[config.mk]
export PLATFORM = sky130hd
export DESIGN_NAME = stopwatch_counter
export DESIGN_NICKNAME = d
export VERILOG_FILES = /design/src/rtl/stopwatch_pkg.sv /design/src/rtl/stopwatch_counter_bcd_digit.sv /design/src/rtl/stopwatch_counter.sv
export SDC_FILE = /design/constraint.sdc
export NUM_CORES = 1
export LEC_CHECK = 0
export ABC_AREA = 1
export BUFFER_PORTS_ARGS = -buffer_cell sky130_fd_sc_hd__buf_2
export CAP_MARGIN = 20
export CORE_MARGIN = 1.5
export CORE_UTILIZATION = 45
export CTS_CLUSTER_DIAMETER = 150
export DETAILED_ROUTE_END_ITERATION = 16
export GPL_TIMING_DRIVEN = 0
export PLACE_DENSITY = 0.66
export SLEW_MARGIN = 40
export SYNTH_ARGS = -nofsm -noshare
export SYNTH_HDL_FRONTEND = slang
export SYNTH_SLANG_ARGS = --single-unit
[constraint.sdc]
create_clock -name clk -period 2.25 [get_ports clk]
set_input_delay 0.225 -clock clk [delete_from_list [all_inputs] [get_ports clk]]
set_output_delay 0.225 -clock clk [all_outputs]
set_load 0.02 [all_outputs]
[src/rtl/stopwatch_pkg.sv]
// Shared types and constants for the stopwatch: FSM states, BCD digit limits
// and the system clock frequency used by the timer.
package stopwatch_pkg;

    typedef enum logic [1:0] {
        IDLE  = 2'd0,
        RUN   = 2'd1,
        PAUSE = 2'd2
    } state_t;

    localparam logic [3:0] SEC_TENS_MAX = 4'd5;
    localparam logic [3:0] MIN_TENS_MAX = 4'd5;
    localparam logic [3:0] ONES_MAX     = 4'd9;

    localparam int FREQUENCY = 10_000_000;

endpackage

[src/rtl/stopwatch_counter_bcd_digit.sv]
// One BCD digit counting 0..MAX with synchronous clear and a combinational
// carry that fires on the increment which wraps the digit back to 0.
module bcd_digit
    import stopwatch_pkg::*;
#(
    parameter logic [3:0] MAX = ONES_MAX
) (
    input  logic       clk,
    input  logic       nrst,
    input  logic       clr,
    input  logic       inc,
    output logic [3:0] q,
    output logic       carry
);

    assign carry = inc && (q == MAX);

    always_ff @(posedge clk) begin
        if (!nrst) begin
            q <= 4'd0;
        end else if (clr) begin
            q <= 4'd0;
        end else if (inc) begin
            q <= (q == MAX) ? 4'd0 : q + 4'd1;
        end
    end

endmodule

[src/rtl/stopwatch_counter.sv]
// Stopwatch control FSM and MM:SS BCD count. Consumes one-cycle second_tick
// pulses from the timer and gates the timer through enable.
module stopwatch_counter
    import stopwatch_pkg::*;
#(
    parameter bit WRAP = 1'b1
) (
    input  logic       clk,
    input  logic       nrst,
    input  logic       start_stop,
    input  logic       clear,
    input  logic       second_tick,
    output logic       enable,
    output logic       running,
    output logic [3:0] sec_ones,
    output logic [3:0] sec_tens,
    output logic [3:0] min_ones,
    output logic [3:0] min_tens,
    output logic       rollover,
    output state_t     state_dbg
);

    // All control inputs are single-cycle pulses with no backpressure: a pulse
    // is consumed on the edge that samples it and is never held or retried.

    state_t state, state_next;

    logic tick_en;
    logic at_max;
    logic terminal;
    logic inc_so;
    logic c_so, c_st, c_mo, c_mt;

    assign tick_en = (state == RUN) && second_tick;
    assign at_max  = (sec_ones == ONES_MAX) && (sec_tens == SEC_TENS_MAX) &&
                     (min_ones == ONES_MAX) && (min_tens == MIN_TENS_MAX);

    // In saturating mode the chain is not advanced at 59:59, so the count holds.
    assign inc_so   = tick_en && (WRAP || !at_max);
    assign terminal = WRAP ? c_mt : (tick_en && at_max);

    bcd_digit #(.MAX(ONES_MAX)) u_sec_ones (
        .clk(clk), .nrst(nrst), .clr(clear), .inc(inc_so), .q(sec_ones), .carry(c_so)
    );
    bcd_digit #(.MAX(SEC_TENS_MAX)) u_sec_tens (
        .clk(clk), .nrst(nrst), .clr(clear), .inc(c_so), .q(sec_tens), .carry(c_st)
    );
    bcd_digit #(.MAX(ONES_MAX)) u_min_ones (
        .clk(clk), .nrst(nrst), .clr(clear), .inc(c_st), .q(min_ones), .carry(c_mo)
    );
    bcd_digit #(.MAX(MIN_TENS_MAX)) u_min_tens (
        .clk(clk), .nrst(nrst), .clr(clear), .inc(c_mo), .q(min_tens), .carry(c_mt)
    );

    always_ff @(posedge clk) begin
        if (!nrst) begin
            state    <= IDLE;
            rollover <= 1'b0;
        end else begin
            state    <= state_next;
            rollover <= terminal && !clear;
        end
    end

    always_comb begin
        state_next = state;
        if (clear) begin
            state_next = IDLE;
        end else begin
            if (start_stop) begin
                case (state)
                    IDLE:    state_next = RUN;
                    RUN:     state_next = PAUSE;
                    PAUSE:   state_next = RUN;
                    default: state_next = IDLE;
                endcase
            end
            if (terminal && !WRAP) begin
                state_next = PAUSE;
            end
        end
    end

    assign enable    = (state == RUN);
    assign running   = enable;
    assign state_dbg = state;

endmodule

==> After elaboration in Yosys (flattened, before gate mapping) <==
Index checks and enable logic that the tools add are counted.
{ "totals": {"reg_bits": 19, "word_cells": 32} }
{ "op_classes": {"addsub": 4, "n_eq_ne": 6, "n_mux": 5, "bitwise": 1, "reduce_logical": 10} }
{ "op_table": {"columns": ["op", "count"], "rows": [
  ["$add A4 B1 Y4 const B", 4],
  ["$mux W4", 4],
  ["$eq A4 B3 Y1 const B", 2],
  ["$eq A4 B4 Y1 const B", 2],
  ["$logic_and A1 B1 Y1", 6],
  ["$pmux W2 S2", 1],
  ["$reduce_or A2 Y1", 2],
  ["$eq A2 B1 Y1 const B", 1],
  ["$eq A2 B2 Y1 const B", 1],
  ["$logic_not A2 Y1", 1],
  ["$logic_not A1 Y1", 1],
  ["$not A1 Y1", 1]
]} }

==> Depth between registers and ports, before layout <==
Gate-level depths: netlist of run 1.
{ "depth": {"word_depth": 7, "mapped_depth": 8, "depth_no_buf": 8} }

==> Hierarchy <==
From an unflattened synthesis of run 1, not the netlist that was laid out.
{ "unflattened": {"hier_cells": 132, "area_unflattened_um2": 912.1} }
{ "modules_own_cells": {"columns": ["mod", "instances", "cells_each", "area_per_inst_um2", "seq_area_each_um2"], "rows": [
  ["bcd_digit at u_min_ones ...", 2, 29, 192.7, 80.1],
  ["bcd_digit at u_min_tens ...", 2, 27, 192.7, 80.1],
  ["stopwatch_counter", 1, 20, 141.4, 60.1]
]} }

==> Worst setup path after synthesis of run 1 <==
Ideal clock, no wire load.
{ "synth_timing": {"path_kind": "register -> register", "from": "register state[0], in the netlist state_dbg[0]", "to": "register u_min_ones.q[1]", "setup_ps": 114, "arrival_ps": 1168, "required_time_ps": 2136, "setup_slack_ps": 968, "path_stages_with_launch": 8, "n_path_buf": 0, "cell_sequence": "dfxtp_1 > nand3_2 > inv_2 > nand2_4 > nor2_8 > nand2_1 > nand3_1 > nand2_1"} }
{ "synth_via": {"elab_chain_len": 4} }
{ "synth_lines": {"columns": ["item", "line", "source"], "rows": [
  ["start, declared", "stopwatch_counter.sv:26", "state_t state, state_next;"],
  ["start signal, assigned", "stopwatch_counter.sv:60", "state <= state_next;"],
  ["$eq A2 B1 Y1", "stopwatch_counter.sv:34", "assign tick_en = (state == RUN) && second_tick;"],
  ["$logic_and A1 B1 Y1", "stopwatch_counter.sv:34", null],
  ["$logic_and A1 B1 Y1 (2 in a row)", "stopwatch_counter_bcd_digit.sv:16", "assign carry = inc && (q == MAX);"],
  ["end signal, assigned", "stopwatch_counter_bcd_digit.sv:24", "q <= (q == MAX) ? 4'd0 : q + 4'd1;"],
  ["end, declared", "stopwatch_counter_bcd_digit.sv:12", "output logic [3:0] q,"]
]} }
Every way passes these cells.
A chain may end at the register's enable or synchronous reset.

==> Final worst setup path of run 1 <==
{ "layout_timing": {"from": "register state[0], in the netlist state_dbg[0]", "to": "output port running"} }
{ "layout_via": {"elab_chain_len": 1} }
{ "layout_lines": {"columns": ["item", "line", "source"], "rows": [
  ["$eq A2 B1 Y1", "stopwatch_counter.sv:84", "assign enable = (state == RUN);"],
  ["end, declared", "stopwatch_counter.sv:14", "output logic running,"]
]} }
Every way passes these cells.

==> impl_metrics.tcl, run 1 <==
set metrics [dict create \
    cts_tree "yes" \
    layout_common_cells "33 x nand2_1, 26 x buf_2, 22 x inv_1" \
    cts_hold_buffers 0 \
    p_per_area_nw_per_um2 469 \
    drv_cap 0 \
    post-route-drc-count 0 \
    startpoint "state_dbg[0]" \
    initial_utilization_pct 49.2 \
    crit_path_start_kind "flip-flop" \
    yosys_warnings 0 \
    numPortBuffers 25 \
    dieArea_sq_um 2480 \
    wl_per_cell_microns 9.91 \
    min_from "start_stop" \
    finalPower_w 0.000549 \
    hp-class "input port to flip-flop" \
    die_width_microns 49.8 \
    num_io_pins 26 \
    fin_crit_sh_pct 60.8 \
    drive_gt1_share_pct 25.1 \
    fillers 219 \
    fin_skew_ns 0.00819 \
    grt_pass1_wl_microns 3240 \
    clock_power_share_pct 32.3 \
    layout_commonest_cell "nand2_1" \
    fp.dieH_microns 49.8 \
    clk_latency_ns 0.30 \
    viasPerCell 4.82 \
    cts_buffers 3 \
    yosys_register_bits 19 \
    worstSetupEndpointType "output pin" \
    synth.lib_cells_used.distinct 22 \
    vias 973 \
    intPower_w 0.000419 \
    grt_pass1_vias 748 \
    required_ns 2.03 \
    syn_area_sq_um 985 \
    p_sw_w 0.000130 \
    rsz0062_at_grt "no" \
    rr_startpoint "u_sec_ones.q[0]" \
    syn_nets 151 \
    holdPathStages 2 \
    post_cts_buffers 0 \
    tightest_slew_ns 0.287 \
    nets 181 \
    power_leakage_nw 0.546 \
    grt-ovfl-total 0 \
    min_to "state_dbg[1]" \
    fin_util_pct 58.4 \
    fin_crit_ns 1.37 \
    maxSlewViolCount 0 \
    gp_congestion 0.840 \
    antenna_found_initial 0 \
    hold_violations 0 \
    antenna_cells 0 \
    setup_viol 0 \
    ctsLongestPathBuffers 2 \
    ir_drop_mv 0.337 \
    core_sq_um 2000 \
    crit_arrival_ns 1.14 \
    firstDrtPassIters 5 \
    grt_max_degree 11 \
    reg2reg_slack_ns 0.98 \
    reg2reg_to "u_min_ones.q[2]" \
    area_growth_pct 18.8 \
    sw_frac_of_total_pct 23.7 \
    power_frac_seq_pct 62.0 \
    placementRows 16 \
    synth_area_per_cell_sq_um 6.74 \
    multi_input_area_sq_um 502 \
    path_clk_slew_ns 0.11 \
    cts_resized 0 \
    tns_ns 0 \
    fmax_mhz 732 \
    cts.sink_count 19 \
    gr-usage-all-layers_pct 17.3 \
    seq_area_sq_um 380 \
    ys_seq_area_share_pct 38.6 \
    antenna_left 0 \
    clock-root-buffer "clkbuf_4" \
    critPathMaxFanout 4 \
    cts.htree.levels 1 \
    outcome "finished clean" \
    drtIter0Drc 16 \
    syn_inst 146 \
    reg2regPathDepth 7 \
    worst-setup-path-type "flip-flop to output pin" \
    relSlewSlack_pct 80.9 \
    routed_wl_microns 2000 \
    dp_hpwl_microns 1450 \
    power_frac_comb_pct 5.7 \
]
## logic make-up after synthesis
group | after synthesis | share of synthesized area (%)
compound gates | 18 | 9.66
simple gates | 82 | 40.4
xor+xnor | 1 | 0.890
flops | 19 | 38.6
buf+inv | 26 | 10.4
## power groups by stage
| stage | Combinational (W) | Sequential [W] | Clock, W |
|---|---|---|---|
| floorplan | 0.0000179 | 0.000350 | 0 |
| global placement | 0.0000311 | 0.000348 | 0 |
| detailed placement | 0.0000315 | 0.000348 | 0 |
| CTS | 0.0000316 | 0.000340 | 0.000184 |
| global route | 0.0000345 | 0.000341 | 0.000198 |
| finish | 0.0000314 | 0.000340 | 0.000177 |
## synthesized netlist by cell type
cell type  number  share of area, %
nand2_2         3               1.9
a21oi_1         9               4.6
nor2_4          2               2.3
nand4_1         3               1.9
nor2_1         20               7.6
nand3_2         1               1.0
xnor2_1         1              0.89
o21ai_2         1              0.89
nand2_4         1               1.1
a31oi_1         1              0.64
buf_2           1              0.51
buf_4           1              0.76
nor2_8          1               2.0
nor3_1          3               1.5
inv_2           2              0.76
dfxtp_1        19                39
nand3_1        12               6.1
nor2_2          2               1.3
inv_1          22               8.4
o21ai_0         7               3.6
nor3_2          1               1.0
nand2_1        33                13
## per-layer routing
metal	part of all wire (%)	up-vias	global-route usage (%)
met5	0	-	0
li1	-	515	-
met1	47	428	23.3
met2	46	25	25.6
met3	5.6	5	6.36
met4	1.2	0	5.56
## stage by stage
stage	setup WS, ns	cells	hold WS [ns]	area [sq um]
after global placement	1.01	198	0.445	1140
after global routing	0.786	202	0.106	1170
after detailed placement	1.01	198	0.448	1140
final	0.883	202	0.116	1170
after floorplan	0.968	146	0.314	985
after CTS	0.877	202	0.112	1170
## registers in the layout, summed over array words and instances, names as in the netlist
register,flops
u_min_tens.q,4
u_min_ones.q,4
state_dbg,2
u_sec_ones.q,4
u_sec_tens.q,4
rollover,1
## worst max path at each step
stage / end / slack, ns / cells past startpoint
6_report: running / 0.88 / 4
2_1_floorplan: u_min_ones.q[1] / 0.97 / 7
3_5_place_dp: u_min_tens.q[0] / 1.01 / 7
3_3_place_gp: u_min_ones.q[2] / 1.01 / 7
5_1_grt: u_sec_ones.q[3] / 0.79 / 7
4_1_cts: running / 0.88 / 4
## critical path, stage by stage, from the launching register on
cell and delay (ns):
dfxtp_1 0.43, nand2_1 0.09, inv_1 0.08, buf_4 0.10, buf_2 0.15
## layout make-up
type	instances	share of cell area (%)
Multi-Input combinational cell	101	42.9
Sequential cell	19	32.5
Timing Repair Buffer	25	10.7
Inverter	24	7.70
Tap cell	27	2.89
Clock buffer	4	2.25
Buffer	2	1.07
No activity file was read; power rests on OpenSTA's default activity.
==> run 2: changes to the inputs <==
==> constraint.sdc (replaced) <==
create_clock -name clk -period 1.3 [get_ports clk]
set_input_delay 0.13 -clock clk [delete_from_list [all_inputs] [get_ports clk]]
set_output_delay 0.13 -clock clk [all_outputs]
set_load 0.02 [all_outputs]
==> run 2 against run 1 <==
  * Global-route usage unchanged
  * Worst hold slack got worse by 0.10 ns
  * Total power increased by 72%
  * Largest cell class unchanged
  * Via count increased by 0.92%
  * Non-clock buffer count increased by 5
  * Clock power increased by 73%
  * Cell area increased by 6.4%
  * Cell count increased by 2.5%
  * Critical path depth increased by 1
==> impl_metrics.tcl, run 2 (same netlist as run 1, synthesis figures left out) <==
set metrics [dict create \
    critPathMaxFanout 3 \
    tightest_slew_ns 0.297 \
    num_io_pins 26 \
    p_sw_w 0.000224 \
    reg2reg_to "u_sec_tens.q[1]" \
    die_width_microns 49.8 \
    cpPeakStageDelay_ns 0.35 \
    antenna_cells 0 \
    power_leakage_nw 0.593 \
    firstDrtPassIters 4 \
    grt-ovfl-total 0 \
    area_growth_pct 26.4 \
    gr-usage-met1_pct 23.3 \
    worstSetupEndpointType "output pin" \
    antenna_found_initial 0 \
    post-route-drc-count 0 \
    cts_tree "yes" \
    min_to "state_dbg[1]" \
    viasPerCell 4.74 \
    placementRows 16 \
    routed_wl_microns 2090 \
    wl_per_cell_microns 10.1 \
    grt_pass1_wl_microns 3240 \
    outcome "finished clean" \
    ctsLongestPathBuffers 2 \
    gr-usage-all-layers_pct 17.3 \
    grt_pass1_vias 748 \
    holdPathStages 2 \
    dp_hpwl_microns 1450 \
    layout_commonest_cell "nand2_1" \
    hold_violations 0 \
    crit_arrival_ns 1.09 \
    fin_crit_sh_pct 94.1 \
    fin_skew_ns 0.00835 \
    vias 982 \
    grt_use_met3_pct 6.36 \
    grt_max_degree 11 \
    rr_startpoint "u_sec_ones.q[0]" \
    drtIter0Drc 16 \
    top_usage_layer "met2" \
    reg2regPathDepth 7 \
    layout_common_cells "33 x nand2_1, 26 x buf_2, 22 x inv_1" \
    intPower_w 0.000722 \
    core_sq_um 2000 \
    initial_utilization_pct 49.2 \
    finalPower_w 0.000946 \
    fmax_mhz 817 \
    setup_viol 0 \
    critPathTopFamily "buffers and inverters" \
    power_frac_comb_pct 5.8 \
    numPortBuffers 25 \
    min_from "start_stop" \
    power_frac_seq_pct 61.9 \
    crit_path_start_kind "flip-flop" \
    relSlewSlack_pct 80.2 \
    cts.htree.levels 1 \
    drive_gt1_share_pct 32.2 \
    layout_setup_ws_ns 0.0763 \
    clk_latency_ns 0.30 \
    clock_power_share_pct 32.3 \
    fin_util_pct 62.2 \
    fillers 210 \
    required_ns 1.17 \
    clock-root-buffer "clkbuf_4" \
    sw_frac_of_total_pct 23.7 \
    gp_congestion 0.840 \
    cts_hold_buffers 0 \
    path_clk_slew_ns 0.11 \
    fin_crit_ns 1.22 \
    dp_slack_ns 0.0561 \
    grt_use_met2_pct 25.6 \
    antenna_left 0 \
    path_cells "inv_1 > nand2_1 > inv_1 > buf_4 > buf_2" \
    ir_drop_mv 0.625 \
    fp.dieH_microns 49.8 \
    dieArea_sq_um 2480 \
    worst-setup-path-type "flip-flop to output pin" \
    hp-class "input port to flip-flop" \
    nets 186 \
    crit_slowest_cell "dfxtp_2" \
    reg2reg_slack_ns 0.09 \
    cp_common_cell "inv_1" \
    p_per_area_nw_per_um2 760 \
    drv_cap 0 \
    cts_buffers 3 \
    worst-path-buf-inv 4 \
    maxSlewViolCount 0 \
    cts.sink_count 19 \
]
-- run 2: cell count changes in the layout (fill, tap and decap cells not counted), sizes merged --
cell  delta
buf      +5
-- run 2: how the worst max path moves through the flow --
stage | cells past startpoint | endpoint | start
after global routing | 8 | u_min_tens.q[1] | u_sec_ones.q[0]
after CTS | 4 | running | state_dbg[0]
after global placement | 7 | u_min_ones.q[2] | u_sec_ones.q[0]
after detailed placement | 7 | u_min_tens.q[0] | state_dbg[0]
after floorplan | 7 | u_min_ones.q[1] | state_dbg[0]
final | 5 | running | state_dbg[1]
-- run 2: per-stage QoR --
stage | instances | hold WS [ns] | setup TNS, ns | area, sq um
after floorplan | 146 | 0.219 | 0 | 985
after global placement | 198 | 0.350 | 0 | 1140
after detailed placement | 198 | 0.353 | 0 | 1140
after CTS | 202 | 0.0171 | 0 | 1170
after global routing | 207 | 0.00438 | -0.110 | 1240
final | 207 | 0.0141 | 0 | 1240
-- run 2: worst register-to-register path, stage by stage, from the launching register on --
cell and delay [ns]:
dfxtp_4 0.38, inv_1 0.06, nor2_2 0.12, nand2_2 0.08, nor2_4 0.19, buf_4 0.14, nand4_1 0.06, a21oi_1 0.12
-- run 2: power groups by stage --
stage               Clock, W  Combinational, W  Sequential, W
finish              0.000306         0.0000553       0.000585
global route        0.000349         0.0000604       0.000586
CTS                 0.000318         0.0000546       0.000589
detailed placement         0         0.0000545       0.000602
global placement           0         0.0000539       0.000602
floorplan                  0         0.0000310       0.000606
-- run 2: repair_timing --
action                     CTS  global route
setup buffers                0             5
gates resized for setup      0            14
setup endpoints to repair    0            13
-- run 2: cell type report --
cell class / count / area, sq um / share of cell area (%)
Buffer: 2 / 12.5 / 1.01
Clock buffer: 4 / 26.3 / 2.11
Inverter: 24 / 90.1 / 7.24
Multi-Input combinational cell: 101 / 527 / 42.3
Sequential cell: 19 / 393 / 31.6
Tap cell: 27 / 33.8 / 2.71
Timing Repair Buffer: 30 / 163 / 13.1
-- run 2: metal layers --
metal	vias to the layer above	share of wire [%]
met5	-	0
met4	0	1.2
met3	5	4.0
met2	16	47
met1	436	48
li1	525	-
==> run 3: changes to the inputs <==
--- a/config.mk
+++ b/config.mk
@@ -13,8 +13,9 @@
 export CTS_CLUSTER_DIAMETER = 150
 export DETAILED_ROUTE_END_ITERATION = 16
 export GPL_TIMING_DRIVEN = 0
-export PLACE_DENSITY = 0.66
+export PLACE_DENSITY_LB_ADDON = 0.25
 export SLEW_MARGIN = 40
 export SYNTH_ARGS = -nofsm -noshare
 export SYNTH_HDL_FRONTEND = slang
+export SYNTH_HIERARCHICAL = 1
 export SYNTH_SLANG_ARGS = --single-unit
==> run 3 against run 2 <==
  * The run now ends with negative setup slack left
  * Total power is 3.4% higher
  * Sequential share of layout area is 3.8 points lower
  * Clock skew is 0.0029 ns lower
  * Utilization is 9.1 points higher
  * Fmax is 38% lower
  * Sequential power hardly changed
  * Setup slack worse by 0.75 ns
  * Critical path type is now flip-flop to flip-flop
==> impl_metrics.tcl, run 3 <==
set metrics [dict create \
    fin_crit_ns 1.97 \
    intPower_w 0.000732 \
    initial_utilization_pct 47.0 \
    cts_hold_buffers 0 \
    grt_pass1_vias 848 \
    worst-setup-path-type "flip-flop to flip-flop" \
    rsz0062_at_grt "yes" \
    hold_violations 0 \
    yosysTopAreaCell "dfxtp_1" \
    cts_buffers 3 \
    path_cells "inv_4 > nor3b_4 > nand3_2 > nor2_4 > nand2_2 > nor2_4 > nand2_2 > inv_2 > nand3_4 > nor2_4 > buf_4 > nand3_1 > xor2_1 > nor2_2" \
    stdcell_count 210 \
    power_leakage_nw 0.646 \
    ir_drop_mv 0.699 \
    dieArea_sq_um 2310 \
    grt_max_degree 13 \
    fin_crit_sh_pct 152 \
    reg2reg_slack_ns -0.67 \
    min_to "state_dbg[1]" \
    fin_util_pct 71.3 \
    maxSlewViolCount 0 \
    worstSetupEndpointType "flip-flop" \
    cp_common_cell "nor2_4" \
    area_growth_pct 51.7 \
    grt-ovfl-total 0 \
    cp.depth 14 \
    ys.flop_type "dfxtp_1" \
    cpPeakStageDelay_ns 0.38 \
    finalPower_w 0.000979 \
    gr-usage-all-layers_pct 20.0 \
    fp.dieH_microns 48.0 \
    synth_top_area_share_pct 41.7 \
    sw_frac_of_total_pct 25.2 \
    drive_gt1_share_pct 45.4 \
    path_clk_slew_ns 0.12 \
    synthMostInstantiatedCell "nand2_1" \
    min_from "nrst" \
    layout_common_cells "24 x nand2_1, 23 x buf_2, 18 x nor2_1, 18 x dfxtp_1" \
    wl_per_cell_microns 10.7 \
    grt_pass1_wl_microns 3240 \
    placementRows 16 \
    die_width_microns 48.0 \
    ys_seq_area_share_pct 41.7 \
    drv_cap 0 \
    synth_edf_count 0 \
    cts.htree.levels 1 \
    relSlewSlack_pct 79.5 \
    syn_inst 132 \
    nets 189 \
    vias 998 \
    routed_wl_microns 2250 \
    violations "negative setup slack" \
    holdWs_ns 0.115 \
    power_frac_comb_pct 8.1 \
    crit_arrival_ns 2.18 \
    crit_path_start_kind "flip-flop" \
    antenna_cells 0 \
    hp-class "input port to flip-flop" \
    core_sq_um 1940 \
    outcome "finished, violations left" \
    layout_commonest_cell "nand2_1" \
    clock_power_share_pct 31.9 \
    synth_area_per_cell_sq_um 6.91 \
    p_per_area_nw_per_um2 707 \
    yosys_register_bits 19 \
    holdPathStages 3 \
    antenna_left 0 \
    clock-root-buffer "clkbuf_4" \
    firstDrtPassIters 4 \
    p_sw_w 0.000247 \
    ctsLongestPathBuffers 2 \
    layout_setup_ws_ns -0.673 \
    tightest_slew_ns 0.307 \
    cts.sink_count 19 \
    fin_skew_ns 0.00548 \
    setup_viol 14 \
    synthTopCellsByArea "dfxtp_1 42%, nand2_1 10%, nor2_1 8.6%" \
    synth.lib_cells_used.distinct 16 \
    reg2regPathDepth 14 \
    synthArstFlopShare_pct 0 \
    required_ns 1.51 \
    syn_nets 137 \
    reg2reg_to "u_min_tens/q[2]" \
    yosys_warnings 6 \
    viasPerCell 4.75 \
    cts_tree "yes" \
    drtIter0Drc 13 \
    num_io_pins 26 \
    crit_slowest_cell "dfxtp_4" \
    critPathMaxFanout 3 \
    power_frac_seq_pct 60.0 \
    dp_hpwl_microns 1330 \
    rr_startpoint "state_dbg[0]" \
    antenna_found_initial 0 \
    gp_congestion 0.765 \
    fmax_mhz 507 \
    post-route-drc-count 0 \
    synth_common_cells "25 x nand2_1, 21 x nor2_1, 19 x dfxtp_1" \
    critPathTopFamily "simple AND/OR/NAND/NOR gates" \
    syn_area_sq_um 912 \
    clk_latency_ns 0.30 \
    worst-path-buf-inv 3 \
    place_inst 184 \
    numPortBuffers 25 \
]
[run 3: repair_timing]
action                     4_1_cts  5_1_grt
gates resized for setup         13        6
cloned                           0        0
pin swaps                        8       12
setup buffers                   26        4
setup endpoints to repair       13       17
[run 3: cells by family after synthesis]
group	Yosys count	share of synthesized area [%]
flops	19	41.7
simple gates	81	42.4
buf+inv	21	9.05
compound gates	9	4.94
xor+xnor	2	1.92
[run 3: worst max-delay path by stage]
stage | from | endpoint | slack [ns]
5_1_grt | state_dbg[0] | rollover | -0.85
6_report | state_dbg[0] | u_min_tens/q[2] | -0.67
3_3_place_gp | state_dbg[0] | rollover | -0.84
3_5_place_dp | state_dbg[0] | u_min_tens/q[3] | -0.87
4_1_cts | state_dbg[0] | rollover | -0.62
2_1_floorplan | state_dbg[0] | u_min_tens/q[2] | -0.75
[run 3: layer usage]
layer | global-route usage, % | wire length (microns) | share of wire, %
met1 | 23.5 | 997 | 44
met2 | 36.8 | 1150 | 51
met3 | 3.40 | 96 | 4.3
met4 | 5.95 | 14 | 0.62
met5 | 0 | 0 | 0
[run 3: power by group through the flow]
stage                     Clock [W]  Combinational [W]  Sequential [W]
after floorplan                   0          0.0000425        0.000604
after global placement            0          0.0000665        0.000601
after detailed placement          0          0.0000676        0.000601
after CTS                  0.000319          0.0000766        0.000587
after global routing       0.000350          0.0000872        0.000588
final                      0.000313          0.0000788        0.000587
[run 3: worst min-delay path: cells and delay by family]
kind,cells,cell delay [ns]
buffers and inverters,1,0.13
and+or+nand+nor,2,0.11
[run 3: area by class of cell]
class / instances / area, sq um
plain buffers: 1 / 7.51
clock buffers: 3 / 22.5
clock inverters: 1 / 7.51
fillers: 151 / 558
inverters: 20 / 77.6
multi-input cells: 92 / 522
flip-flops and latches: 19 / 384
well taps: 27 / 33.8
repair buffers: 47 / 329
[run 3: stage by stage]
| stage | setup slack [ns] | instance area (sq um) | TNS [ns] |
|---|---|---|---|
| 2_1_floorplan | -0.751 | 961 | -5.55 |
| 3_3_place_gp | -0.837 | 1120 | -6.30 |
| 3_5_place_dp | -0.875 | 1120 | -6.73 |
| 5_1_grt | -0.854 | 1380 | -8.69 |
| 4_1_cts | -0.621 | 1350 | -5.58 |
| 6_report | -0.673 | 1380 | -6.89 |
